[src/rtl/bus6502_target.sv]
// 6502 bus target: ph2-synchronised register block with a 16-bit timer.
// It also stalls selected reads through RDY using programmable wait states.
`timescale 1ns/1ps
module bus6502_target #(
  parameter logic [15:0] BASE_ADDR   = 16'hD000,
  parameter int          SYNC_STAGES = 2
) (
  input  logic        clk_i,
  input  logic        rst_n,
  input  logic        ph2_i,
  input  logic        rwn_i,
  input  logic [15:0] a_i,
  input  logic [7:0]  d_i,
  output logic [7:0]  d_o,
  output logic        d_oe,
  output logic        rdy_o,
  output logic        irqn_o
);

  typedef enum logic [1:0] {
    IDLE    = 2'd0,
    STALL   = 2'd1,
    RELEASE = 2'd2
  } st_t;

  logic [SYNC_STAGES-1:0] sync_q;
  logic        ph2s, ph2_d, rise, fall, sel;
  logic        acc_sel, acc_rwn;
  logic [3:0]  acc_addr;
  logic        wr, rd_fin, uf;
  logic [7:0]  wsel, rdata;
  logic [7:0]  scr0, scr1, tlo, thi, snap;
  logic        en, ar, ie, tf;
  logic [2:0]  wst;
  logic [15:0] cnt;
  st_t         state, state_nx;
  logic [2:0]  stall_cnt, stall_nx;

  assign ph2s = sync_q[SYNC_STAGES-1];
  assign rise = ph2s & ~ph2_d;
  assign fall = ~ph2s & ph2_d;
  assign sel  = (a_i[15:4] == BASE_ADDR[15:4]);
  assign wr   = fall & acc_sel & ~acc_rwn;
  assign uf   = fall & en & (cnt == 16'h0000);
  // A read only has side effects in the cycle the CPU actually completes
  assign rd_fin = fall & acc_sel & acc_rwn & (state != STALL);

  // Synchronise ph2 into clk_i and keep one delayed copy for edge detect
  always_ff @(posedge clk_i or negedge rst_n) begin
    if (!rst_n) begin
      sync_q <= '0;
      ph2_d  <= 1'b0;
    end else begin
      sync_q <= {sync_q[SYNC_STAGES-2:0], ph2_i};
      ph2_d  <= ph2s;
    end
  end

  // Latch the access attributes at the start of each ph2 high phase
  always_ff @(posedge clk_i or negedge rst_n) begin
    if (!rst_n) begin
      acc_sel  <= 1'b0;
      acc_rwn  <= 1'b1;
      acc_addr <= 4'h0;
    end else if (rise) begin
      acc_sel  <= sel;
      acc_rwn  <= rwn_i;
      acc_addr <= a_i[3:0];
    end else if (fall) begin
      acc_sel  <= 1'b0;
    end
  end

  // One-hot write strobe for the eight implemented registers
  always_comb begin
    wsel = '0;
    if (wr && !acc_addr[3])
      wsel[acc_addr[2:0]] = 1'b1;
  end

  // Read mux driven from the live address at the rise
  always_comb begin
    rdata = 8'h00;
    case (a_i[3:0])
      4'd0:    rdata = scr0;
      4'd1:    rdata = scr1;
      4'd2:    rdata = tlo;
      4'd3:    rdata = thi;
      4'd4:    rdata = {1'b0, wst, 1'b0, ie, ar, en};
      4'd5:    rdata = {7'b0, tf};
      4'd6:    rdata = cnt[7:0];
      4'd7:    rdata = snap;
      default: rdata = 8'h00;
    endcase
  end

  // Read data drive: enabled for the ph2 high phase of a selected read
  always_ff @(posedge clk_i or negedge rst_n) begin
    if (!rst_n) begin
      d_o  <= 8'h00;
      d_oe <= 1'b0;
    end else if (rise && sel && rwn_i) begin
      d_o  <= rdata;
      d_oe <= 1'b1;
    end else if (fall) begin
      d_oe <= 1'b0;
    end
  end

  // Registers and timer; later assignments give load and set priority
  always_ff @(posedge clk_i or negedge rst_n) begin
    if (!rst_n) begin
      scr0 <= 8'h00;
      scr1 <= 8'h00;
      tlo  <= 8'h00;
      thi  <= 8'h00;
      snap <= 8'h00;
      en   <= 1'b0;
      ar   <= 1'b0;
      ie   <= 1'b0;
      wst  <= 3'd0;
      tf   <= 1'b0;
      cnt  <= 16'h0000;
    end else begin
      if (wsel[0]) scr0 <= d_i;
      if (wsel[1]) scr1 <= d_i;
      if (wsel[2]) tlo  <= d_i;
      if (wsel[3]) thi  <= d_i;
      if (rd_fin && acc_addr == 4'd6)
        snap <= cnt[15:8];
      if (fall && en) begin
        if (cnt == 16'h0000) begin
          if (ar) begin
            cnt <= {thi, tlo};
          end else begin
            cnt <= 16'h0000;
            en  <= 1'b0;
          end
        end else begin
          cnt <= cnt - 16'd1;
        end
      end
      if (wsel[3]) begin
        cnt <= {d_i, tlo};
        en  <= 1'b1;
      end
      if (wsel[4]) begin
        en  <= d_i[0];
        ar  <= d_i[1];
        ie  <= d_i[2];
        wst <= d_i[6:4];
      end
      if (wsel[5] && d_i[0])
        tf <= 1'b0;
      if (uf)
        tf <= 1'b1;
    end
  end

  // Registered interrupt request
  always_ff @(posedge clk_i or negedge rst_n) begin
    if (!rst_n) irqn_o <= 1'b1;
    else        irqn_o <= ~(tf & ie);
  end

  // Wait-state FSM state register
  always_ff @(posedge clk_i or negedge rst_n) begin
    if (!rst_n) begin
      state     <= IDLE;
      stall_cnt <= 3'd0;
    end else begin
      state     <= state_nx;
      stall_cnt <= stall_nx;
    end
  end

  // Wait-state FSM next state
  always_comb begin
    state_nx = state;
    stall_nx = stall_cnt;
    case (state)
      IDLE: begin
        if (rise && sel && rwn_i && wst != 3'd0) begin
          state_nx = STALL;
          stall_nx = wst;
        end
      end
      STALL: begin
        if (fall) begin
          stall_nx = stall_cnt - 3'd1;
          if (stall_cnt <= 3'd1) begin
            stall_nx = 3'd0;
            state_nx = RELEASE;
          end
        end
      end
      RELEASE: begin
        if (fall) state_nx = IDLE;
      end
      default: state_nx = IDLE;
    endcase
  end

  // Wait-state FSM outputs
  always_comb begin
    rdy_o = 1'b1;
    unique case (1'b1)
      (state == STALL): rdy_o = 1'b0;
      default:          rdy_o = 1'b1;
    endcase
  end

endmodule

[config.mk]
export PLATFORM = sky130hd
export DESIGN_NAME = bus6502_target
export DESIGN_NICKNAME = d
export VERILOG_FILES = /design/src/rtl/bus6502_target.sv
export SDC_FILE = /design/constraint.sdc
export NUM_CORES = 1
export LEC_CHECK = 0
export ABC_CLOCK_PERIOD_IN_PS = 2500
export BUFFER_PORTS_ARGS = -buffer_cell sky130_fd_sc_hd__buf_2
export CAP_MARGIN = 20
export CORE_AREA = 2 2 95 97
export DETAILED_ROUTE_END_ITERATION = 10
export DIE_AREA = 0 0 97 99
export GPL_ROUTABILITY_DRIVEN = 0
export PLACE_DENSITY_LB_ADDON = 0.25
export SYNTH_ARGS = -nofsm -noshare
export SYNTH_HDL_FRONTEND = slang
export SYNTH_SLANG_ARGS = --single-unit
[constraint.sdc]
create_clock -name clk_i -period 2.5 [get_ports clk_i]
set_input_delay 0.75 -clock clk_i [delete_from_list [all_inputs] [get_ports clk_i]]
set_output_delay 0.75 -clock clk_i [all_outputs]
set_load 0.01 [all_outputs]
==> metrics.txt <==
outcome=finished clean; # resized after CTS=0; max cap viols=0; Final Util=61.3%; post-route ant nets=0; slowest stage delay, CP=0.62 ns; pwr dens=673 nW/um^2; critical path required time=2.80 ns; Post-synth EDFFs=0; CP max stage cell=or4b_2; maximum vdd drop=460 uV; CTS Buffer Depth=2; worst path arrival time=2.65 ns; WP buf/inv=2; async set-reset flop share out of synthesis=100%; YS warnings=0; final slew viol count=0; f_max=424 MHz; WHS=0.353 ns; CTS tree=yes; internal power=0.00254 W; core footprint=8550 um^2; Cell Area, Synth=4570 um^2; multi-input combinational cell area=2230 um^2; FF-to-FF Start=cnt[0]; share of total power in sequential cells=47.3%; Filler Cell Count=713; NetSw=0.000987 W; Final Hold Viols=0; clock sink count=87; Sw Share=28.0%; antenna cells=0; First DRT Iteration DRCs=302; syn_area_per_cell=10.9 um^2; I/O Pins=39; sequential element share of the synthesized area=47.7%; crit share post-route=94.3%; hold-fix buffer count after cts=0; synth cell count leaders=85 x dfrtp_1, 44 x mux2_2, 44 x nand2_1; number of cell rows=34; Synth top area share=46.5%; Synth Register Bits=87; type of the worst min-delay path=register to register; via count=3,705; Die ar.=9600 um^2; CTS root buf=clkbuf_8; post-route minimum period=2.36 ns; die extent in y=99 um; Gate power share=18.9%; overall routed net length=11,800 um; Setup WS post-layout=0.143 ns; CP endpoint kind=register; Lkg Pwr=2.34 nW; Relative slew margins=56.7%; Tot GR Track Use=25.6%; Net Count, Synth=452; Initial Util=53.5%; vias in the first global route=3,481; first-pass iteration count of the detailed router=5; count of cell types in the netlist=63; I/O Buffers=38; CP Max Fanout=9; dpl ws=0.181 ns; Area growth, synth to finish=14.7%; register area=2180 um^2; Placed Cells=563; setup tns final=0 ns; Avg WL per Cell=20.5 um; initial antenna violation count=0; cell taking the most area after synthesis=dfrtp_1; depth of the CTS H-tree=3; DIE WIDTH=97 um; largest net degree at the start of global routing=43; Finished Layout Cells=578; post-CTS setup buffer count=0; Layout Nets=500; Inserted Clock Buffers=9; CP Launch Point=cnt[0]; RSZ-0062 raised after global routing=no; crit path kind=register to register; most used flip-flop cell after synthesis=dfrtp_1; layout cells sized above 1=30.9%; Startpoint Class=register; post-synthesis cell count=418; CP delay by family, top=simple AND/OR/NAND/NOR gates; worst path cell trace=inv_1 -> ha_1 -> or4b_2 -> or4_4 -> buf_4 -> o21ai_0 -> a221o_1; Vias/cell=6.41; # DRC=0; Tightest Pin Transition=0.645 ns; first-pass GRT wire length=19,100 um; grt total ovfl=0; final setup fails=0; Worst Hold Launch=sync_q[0]; clock share of power=33.8%; hpwl dp=8570 um; Clk pin slew, worst setup/hold paths=0.08 ns; ranking of synthesized cells by area=dfrtp_1 47%, mux2_2 11%, nand2_1 3.6%; skew final=0.0118 ns; Worst-Skew Late Latency=0.36 ns; cell with the most instances after synthesis=dfrtp_1
-- power by group through the flow --
stage / Clock [W] / Sequential [W] / Combinational [W]
finish: 0.00119 / 0.00167 / 0.000666
global route: 0.00127 / 0.00169 / 0.000738
CTS: 0.00121 / 0.00166 / 0.000658
detailed placement: 0 / 0.00169 / 0.000654
global placement: 0 / 0.00169 / 0.000640
floorplan: 0 / 0.00164 / 0.000479
-- through the flow --
stage	area, um^2	power, W
CTS	5250	0.00353
floorplan	4570	0.00212
global placement	5000	0.00233
detailed placement	5000	0.00234
finish	5250	0.00353
global route	5250	0.00370
-- area by class of cell --
cell class,instances,share of cell area (%)
Clock buffer,12,2.96
Inverter,12,0.859
Timing Repair Buffer,64,7.87
Tap cell,108,2.58
Sequential cell,87,41.6
Clock inverter,3,1.72
Multi-Input combinational cell,292,42.5
-- metal layers --
layer / GRT usage, % / share of wire [%] / routed length, um / up-vias
met5: 0 / 0 / 0 / -
met4: 9.43 / 3.0 / 349 / 0
met3: 5.46 / 7.3 / 860 / 42
met2: 37.8 / 44 / 5210 / 167
met1: 37.5 / 46 / 5410 / 1824
li1: - / - / - / 1672
-- flip-flops by register name, summed over array words and instances (netlist names), 2 cells and up --
name	cells
acc_addr	4
state	2
tlo	8
cnt	16
scr0	8
stall_cnt	3
snap	8
scr1	8
d_o	8
thi	8
sync_q	2
wst	3
-- final timing paths --
path	endpoint	slack [ns]	cells past startpoint
worst max register to register	cnt[0]	0.14	7
max in group asynchronous	tlo[0]	1.54	2
worst min-delay path	sync_q[1]	0.35	0
worst min register to register	sync_q[1]	0.35	0
min in group asynchronous	scr1[4]	0.38	1
worst max-delay path	cnt[0]	0.14	7
-- cells by family (layout without fill, tap and decap cells) --
group / Yosys count / in the layout / synth area share [%]
mux: 62 / 62 / 16.7
fa+ha+maj: 6 / 6 / 1.64
flops: 87 / 87 / 47.7
buf+inv: 39 / 91 / 3.78
compound gates: 95 / 95 / 14.6
simple gates: 129 / 129 / 15.6
-- placed cells by master, fill, tap and decap left out, types with 4 or more instances in the layout --
cell type	n
inv_1	12
nand2b_1	4
dfrtp_1	85
buf_2	37
buf_4	25
nand2_1	44
mux4_2	7
mux2_2	44
o31ai_1	10
nor2_1	11
a21oi_1	17
or4_1	4
nand3_1	8
nor3_1	12
or3_1	5
o21ai_0	19
mux2i_1	11
o2bb2ai_1	4
nor4_1	13
a22oi_1	8
ha_1	6
clkbuf_8	11
(Power assumes the default switching activity.)
